## config.mk

```make
export PLATFORM = sky130hd
export DESIGN_NAME = free_list
export DESIGN_NICKNAME = d
export VERILOG_FILES = /design/src/rtl/free_list.sv
export SDC_FILE = /design/constraint.sdc
export NUM_CORES = 1
export LEC_CHECK = 0
export ABC_AREA = 0
export CAP_MARGIN = 30
export CORE_ASPECT_RATIO = 0.9
export CORE_MARGIN = 5
export CORE_UTILIZATION = 50
export CTS_CLUSTER_SIZE = 24
export DETAILED_ROUTE_END_ITERATION = 12
export HOLD_SLACK_MARGIN = 0.06
export PLACE_DENSITY = 0.81
export SYNTH_ARGS = -nofsm -noshare
export SYNTH_HDL_FRONTEND = slang
export SYNTH_SLANG_ARGS = --single-unit
```

## constraint.sdc

```tcl
create_clock -name clk_i -period 14.4 [get_ports clk_i]
set_clock_uncertainty 0.15 [all_clocks]
set_input_delay 2.88 -clock clk_i [delete_from_list [all_inputs] [get_ports clk_i]]
set_output_delay 2.88 -clock clk_i [all_outputs]
set_load 0.02 [all_outputs]
```

## src/rtl/free_list.sv

```systemverilog
// Free physical-register tag FIFO for rename.
// Allocates to dispatch, refills from retire, rewinds head on rollback.
`ifndef FL_ENTRY_NUM
`define FL_ENTRY_NUM 32
`endif

package free_list_pkg;
  localparam int DP_NUM       = 2;
  localparam int RT_NUM       = 2;
  localparam int FL_ENTRY_NUM = `FL_ENTRY_NUM;
  localparam int PREG_NUM     = 64;
  localparam int FL_IDX       = $clog2(FL_ENTRY_NUM);
  localparam int PREG_IDX     = $clog2(PREG_NUM);

  typedef struct packed {
    logic [1:0] dp_num;
  } DP_FL;

  typedef struct packed {
    logic [RT_NUM-1:0][PREG_IDX-1:0] phy_reg;
    logic [1:0]                      rt_num;
  } ROB_FL;

  typedef struct packed {
    logic [PREG_IDX-1:0] tag;
  } ROB_VFL;

  typedef struct packed {
    logic [1:0]                      avail_num;
    logic [DP_NUM-1:0][PREG_IDX-1:0] tag;
  } FL_DP;

  typedef struct packed {
    logic [PREG_IDX-1:0] tag;
  } FL_ENTRY;
endpackage

module free_list
  import free_list_pkg::*;
(
  input  logic                           clk_i,
  input  logic                           rst_i,
  input  logic                           rollback_i,
  input  DP_FL                           dp_fl_i,
  input  ROB_FL                          rob_fl_i,
  input  ROB_VFL                         vfl_i,
  output FL_DP                           fl_dp_o,
  output FL_ENTRY                        fl_entry      [FL_ENTRY_NUM],
  output FL_ENTRY                        next_fl_entry [FL_ENTRY_NUM],
  output logic [FL_IDX-1:0]              fl_rollback_idx,
  output logic [FL_IDX-1:0]              head,
  output logic [FL_IDX-1:0]              next_head,
  output logic [FL_IDX-1:0]              tail,
  output logic [FL_IDX-1:0]              next_tail,
  output logic [DP_NUM-1:0][FL_IDX-1:0]  fl_idx
);

  localparam int N  = FL_ENTRY_NUM;
  localparam int CW = FL_IDX + 1;

  typedef logic [CW-1:0] cnt_t;

  FL_ENTRY           entry_q [N];
  FL_ENTRY           entry_d [N];
  logic [FL_IDX-1:0] head_q, head_d;
  logic [FL_IDX-1:0] tail_q, tail_d;
  cnt_t              count_q, count_d;
  cnt_t              dp_req, rt_req;
  cnt_t              pop, push, space;
  logic [FL_IDX-1:0] rb_idx;
  logic [FL_IDX-1:0] rb_cnt;
  logic              rb_hit;
  logic              rb_go;

  // Lowest-index entry holding the rollback tag
  always_comb begin
    rb_idx = '0;
    rb_hit = 1'b0;
    for (int i = N - 1; i >= 0; i--) begin
      if (entry_q[i].tag == vfl_i.tag) begin
        rb_idx = FL_IDX'(i);
        rb_hit = 1'b1;
      end
    end
  end

  assign rb_go = rollback_i & rb_hit;

  // Clamp dispatch to occupancy and retire to free space
  always_comb begin
    dp_req = cnt_t'(dp_fl_i.dp_num);
    if (dp_req > cnt_t'(DP_NUM))
      dp_req = cnt_t'(DP_NUM);
    pop = (dp_req < count_q) ? dp_req : count_q;
    if (rb_go)
      pop = '0;
    rt_req = cnt_t'(rob_fl_i.rt_num);
    if (rt_req > cnt_t'(RT_NUM))
      rt_req = cnt_t'(RT_NUM);
    space = cnt_t'(N) - count_q + pop;
    push  = (rt_req < space) ? rt_req : space;
  end

  // Next entries, pointers and occupancy
  always_comb begin
    entry_d = entry_q;
    for (int i = 0; i < RT_NUM; i++) begin
      if (cnt_t'(i) < push)
        entry_d[tail_q + FL_IDX'(i)].tag = rob_fl_i.phy_reg[i];
    end
    tail_d  = tail_q + push[FL_IDX-1:0];
    head_d  = head_q + pop[FL_IDX-1:0];
    count_d = count_q - pop + push;
    rb_cnt  = tail_d - rb_idx;
    if (rb_go) begin
      head_d  = rb_idx;
      count_d = (rb_cnt == '0) ? cnt_t'(N) : {1'b0, rb_cnt};
    end
  end

  // State register; reset refills with the upper tag range
  always_ff @(posedge clk_i) begin
    if (!rst_i) begin
      for (int i = 0; i < N; i++)
        entry_q[i].tag <= PREG_IDX'(PREG_NUM - N + i);
      head_q  <= '0;
      tail_q  <= '0;
      count_q <= cnt_t'(N);
    end else begin
      entry_q <= entry_d;
      head_q  <= head_d;
      tail_q  <= tail_d;
      count_q <= count_d;
    end
  end

  // Dispatch view and debug exports
  always_comb begin
    fl_dp_o.avail_num = (count_q > cnt_t'(DP_NUM)) ?
                        2'(DP_NUM) : count_q[1:0];
    for (int i = 0; i < DP_NUM; i++) begin
      fl_idx[i]         = head_q + FL_IDX'(i);
      fl_dp_o.tag[i]    = entry_q[head_q + FL_IDX'(i)].tag;
    end
  end

  assign fl_entry        = entry_q;
  assign next_fl_entry   = entry_d;
  assign fl_rollback_idx = rb_idx;
  assign head            = head_q;
  assign next_head       = head_d;
  assign tail            = tail_q;
  assign next_tail       = tail_d;

endmodule

```

Word-level counts from Yosys, hierarchy flattened

Cells that the tools add are included.

Flip-flop bits (word level): 208
Output and inout bits: 433
Input bits: 25
Logic and storage cells: 184

Bitwise operators: 5
Muxes and demuxes: 87
Order comparisons: 13
Reductions and logical operators: 3
Equality and inequality tests: 32
$add $sub $neg: 9

Operators by type and width:

| kind                                                           | number |
|---|---|
| bitwise mux 192 bit                                            | 2 |
| two-way mux 192 bit                                            | 2 |
| equality test 6 bit                                            | 32 |
| two-way mux 5 bit                                              | 33 |
| two-way mux 6 bit                                              | 11 |
| binary-select mux 6 bit (select 5 bit)                         | 2 |
| demux 6 bit (select 5 bit)                                     | 2 |
| two-way mux 1 bit                                              | 32 |
| greater-or-equal comparator 6 bit (second input constant)      | 4 |
| NOT 5 -> 6 bit                                                 | 4 |
| adder 6 bit                                                    | 2 |
| less-than comparator 1 x 6 -> 1 bit (first input constant)     | 2 |
| less-than comparator 6 x 1 -> 1 bit (second input constant)    | 2 |
| less-than comparator 6 bit                                     | 2 |
| adder 5 x 1 -> 5 bit (second input constant)                   | 2 |
| adder 5 bit                                                    | 2 |
| greater-than comparator 6 x 2 -> 1 bit (second input constant) | 1 |
| two-way mux 2 bit                                              | 3 |
| subtractor 6 bit                                               | 1 |
| subtractor 6 bit (first input constant)                        | 1 |
| zero test 5 bit                                                | 1 |
| subtractor 5 bit                                               | 1 |
| greater-than comparator 2 bit (second input constant)          | 2 |
| logical AND 1 bit                                              | 2 |
| AND 1 bit                                                      | 1 |

Depth between registers and ports, before layout

Depth after elaboration: 43
Mapped depth: 37
Mapped depth without buffers: 30

Worst setup path after synthesis

No wires, ideal clock.

Path type: input port to output port
Start point: input vfl_i[2] in the netlist's numbering
End point: output next_tail[4]
Required time: 11370 ps
Stages on the path: 28
Path buffers: 8
Arrival time: 8960 ps
Setup slack: 2410 ps
Cells stage by stage: buf_4 buf_4 buf_4 xnor2_1 nand3_1 nor4bb_1 nand4_1 o21ai_0 buf_2 buf_4 o221ai_1 inv_1 ha_1 ha_1 maj3_2 a21oi_2 xnor2_1 or4_4 buf_6 o21ai_4 and2_1 buf_2 buf_1 inv_1 fa_1 a21o_1 a21oi_1 xnor2_1

Word-level cells in the longest chain between the ends: 39
Elaborated cells between the ends (all ways): 70
Those cells by class: add/sub (2); order compare (1); eq/ne (32); mux (34); bitwise (1)

Ends and longest elaborated chain:

| element                         | line | source |
|---|---|---|
| start, declared                 | 46   | `input ROB_VFL vfl_i,` |
| equality test 6 bit             | 80   | `if (entry_q[i].tag == vfl_i.tag) begin` |
| two-way mux 1 bit (31 in a row) | 80   |  |
| two-way mux 1 bit *             | 80   |  |
| AND 1 bit *                     | 87   | `assign rb_go = rollback_i & rb_hit;` |
| two-way mux 6 bit *             | 95   | `if (rb_go)` |
| adder 6 bit *                   | 100  | `space = cnt_t'(N) - count_q + pop;` |
| less-than comparator 6 bit      | 101  | `push = (rt_req < space) ? rt_req : space;` |
| two-way mux 6 bit *             | 101  |  |
| adder 5 bit *                   | 111  | `tail_d = tail_q + push[FL_IDX-1:0];` |
| end, declared                   | 54   | `output logic [FL_IDX-1:0] next_tail,` |

Mark *: on every way between the ends. The rest lies on a longest branch, timed or not.

==> out/results.txt <==
Cell Count, Final, Fillers Out: 3031
Root Buffer: clkbuf_16
Clk buf depth: 3
Crit path from: vfl_i[0]
Die W: 215 um
Setup WS pre-CTS: 1400 ps
EDFF count, synth: 0
CTS tree: yes
# resized after CTS: 0
Synth cell types: 82
DP Wirelength: 69100 um
Yosys warning total: 0
Critical R2R Capture: count_q[5]
Die height: 194 um
Setup bufs post-CTS: 0
Cells on worst reg2reg path: 28
Hold Slack: 509 ps
Worst EP arrival: 10320 ps
Num CTS Buffers: 25
Initial antenna violation count: 4
Final core utilization: 66.2%
Crit share post-route: 92.7%
Max-slew violation count: 0
P&R area growth vs syn: 30.6%
Flop2flop setup slack: 6250 ps
First-pass DRT Iterations: 6
Max-cap violations: 0
Worst-path clk slew: 60 ps
Least-Margin Pin Slew: 1170 ps
Clock sink count: 208
Area of the multi-input gates: 13800 sq um
Via/cell ratio: 6.97
Vias in the first global route: 20273
Antenna-violating nets left: 0
Sequential cell area fraction in the yosys report: 22.0%
Filler cells: 3115
Post-Route WL: 94800 um
Main synth FF type: dfxtp_1
Setup violations, final: 0
Yosys reg bits: 208
Placed insts: 2979
Die ar.: 41800 sq um
Row cnt: 67
Port bufs: 457
Status: finished, final reports clean
Commonest non-fill, non-tap cell in the layout: clkdlybuf4s50_1
Synth area leaders: dfxtp_1 22%, mux2i_1 11%, mux4_2 10%
Hold Violations, Final: 0
# nets final: 2593
FF/Latch Area: 4170 sq um
CP max FO: 26
Ports: 458
GRT Overall Usage: 42.6%
Grt ovf: 0
Syn_area_per_cell: 8.75 sq um
Pleak: 8.53 nW
Slew HR: 21.6%
First-pass GRT wire length: 136000 um
Mapped Cells: 2160
Post-CTS Hold Buffers: 0
Worst r2r src: fl_entry[181]
Most frequent cells in the layout: 448 x clkdlybuf4s50_1, 254 x nand2_1, 217 x mux2i_1, 207 x dfxtp_1, 126 x a21oi_1
Peak VDD IR: 116 uV
Startpoint Class: input port
Min cycle time layout: 13350 ps
Layout cell share with drive strength beyond 1: 12.8%
Largest area contributor in the netlist: dfxtp_1
RSZ-0062 raised after global routing: false
Worst setup path endpoint: next_fl_entry[16]
Peak Freq: 74.9 MHz
CP Capture Type: output port
H-tree Lvls: 1
Post-Syn Area: 18900 sq um
DR iter-0 viols: 3631
Yosys top cell area share: 22.0%
Setup TNS: 0 ps
Power per cell area: 186 nW/um^2
Initial cell density of the core: 50.6%
DR vias: 21122
Largest net degree at the start of global routing: 69
Kind of critical path: in2out
Tightest Hold Check Type: reg2reg
WL per Instance: 31.3 um
Area of the core: 37300 sq um
Post-route DRC: 0
Critical Path RT: 11370 ps
RD Place Congestion: 1.08
Clk Latency, worst-skew pair: 570 ps
Setup WS post-layout: 1050 ps
Synth async-reset ratio: 0%
==> flip-flops by register name, indices dropped and copies added (netlist names) <==
name      count
count_q       6
fl_entry    192
head          5
tail          5
==> cell families after synthesis <==
family	after synthesis	share of synthesized area, %
buffers and inverters	240	5.44
AOI/OAI and AO/OA	597	22.2
adders and majority gates	39	2.89
and+or+nand+nor	503	12.5
DFF	208	22.0
other	2	0.0398
muxes	356	24.9
xor gates and xnor gates	215	10.0
==> worst min-delay path by stage <==
stage,cells past startpoint,slack (ps),startpoint,to
floorplan,3,510,count_q[0],count_q[0]
global placement,2,490,fl_entry[187],fl_entry[187]
detailed placement,2,510,fl_entry[187],fl_entry[187]
CTS,2,510,fl_entry[187],fl_entry[187]
global route,2,570,fl_entry[54],fl_entry[54]
finish,2,510,fl_entry[187],fl_entry[187]
==> metal layers <==
layer | track usage, % | up-vias | wire length [um]
met3 | 12.6 | 429 | 13300
met4 | 20.7 | 2 | 5910
met1 | 56.3 | 10030 | 35600
li1 | - | 8753 | -
met5 | 0 | - | 13
met2 | 63.9 | 1908 | 40000
==> layout make-up <==
cell class	count	area share (%)
Multi-Input combinational cell	1723	55.8
Antenna cell	2	0.0203
Clock buffer	35	2.98
Clock inverter	8	0.492
Timing Repair Buffer	527	20.7
Inverter	45	0.690
Tap cell	483	2.45
Sequential cell	208	16.9
==> metrics by stage <==
| step | area [sq um] | total power, mW |
|---|---|---|
| after CTS | 24600 | 4.48 |
| after global routing | 24700 | 4.73 |
| after global placement | 23600 | 3.77 |
| after detailed placement | 23700 | 3.80 |
| final | 24700 | 4.58 |
| after floorplan | 18900 | 2.63 |
==> power by group <==
part | total [mW] | switching (mW) | internal [mW]
clock network | 0.687 | 0.279 | 0.407
logic | 3.01 | 1.77 | 1.23
registers | 0.886 | 0.223 | 0.663
total | 4.58 | 2.28 | 2.30
==> cell usage after synthesis, types with 4 or more instances <==
| library cell | number |
|---|---|
| nand2_1 | 254 |
| mux2i_1 | 217 |
| dfxtp_1 | 208 |
| a21oi_1 | 127 |
| o21ai_0 | 126 |
| xnor2_1 | 121 |
| clkbuf_1 | 118 |
| xor2_1 | 93 |
| mux4_2 | 84 |
| o211ai_1 | 78 |
| a21o_1 | 53 |
| mux2_2 | 51 |
| nand3_1 | 48 |
| nor3_1 | 46 |
| inv_1 | 43 |
| nor2_1 | 42 |
| nand4_1 | 35 |
| buf_2 | 33 |
| o221ai_1 | 32 |
| ha_1 | 30 |
| a211oi_1 | 27 |
| buf_1 | 24 |
| o31a_1 | 22 |
| buf_4 | 18 |
| o21ai_1 | 17 |
| nor4_1 | 16 |
| a22oi_1 | 15 |
| o31ai_1 | 15 |
| a21oi_2 | 14 |
| and2_1 | 13 |
| o31ai_4 | 13 |
| nand2b_1 | 9 |
| nor2b_1 | 9 |
| a211oi_2 | 8 |
| and3_1 | 8 |
| fa_1 | 8 |
| o22ai_1 | 8 |
| o21a_1 | 6 |
| o211a_1 | 5 |
| or4_4 | 5 |
| a31o_2 | 4 |
==> worst max-delay path: stages <==
cell and delay [ps]:
buf_2 710, xor2_1 200, nor4_1 70, nand3_1 170
nor4bb_1 790, nand4_1 230, o21ai_1 200, buf_4 290
o221ai_1 270, inv_1 150, ha_1 240, ha_1 220
ha_1 220, a21oi_1 210, o21bai_1 110, a21oi_2 230
xor2_2 600, o21ai_4 220, buf_4 280, a211oi_2 940
nand2_1 200, o21ai_0 160, clkdlybuf4s50_1 650
(Power assumes the default switching activity.)
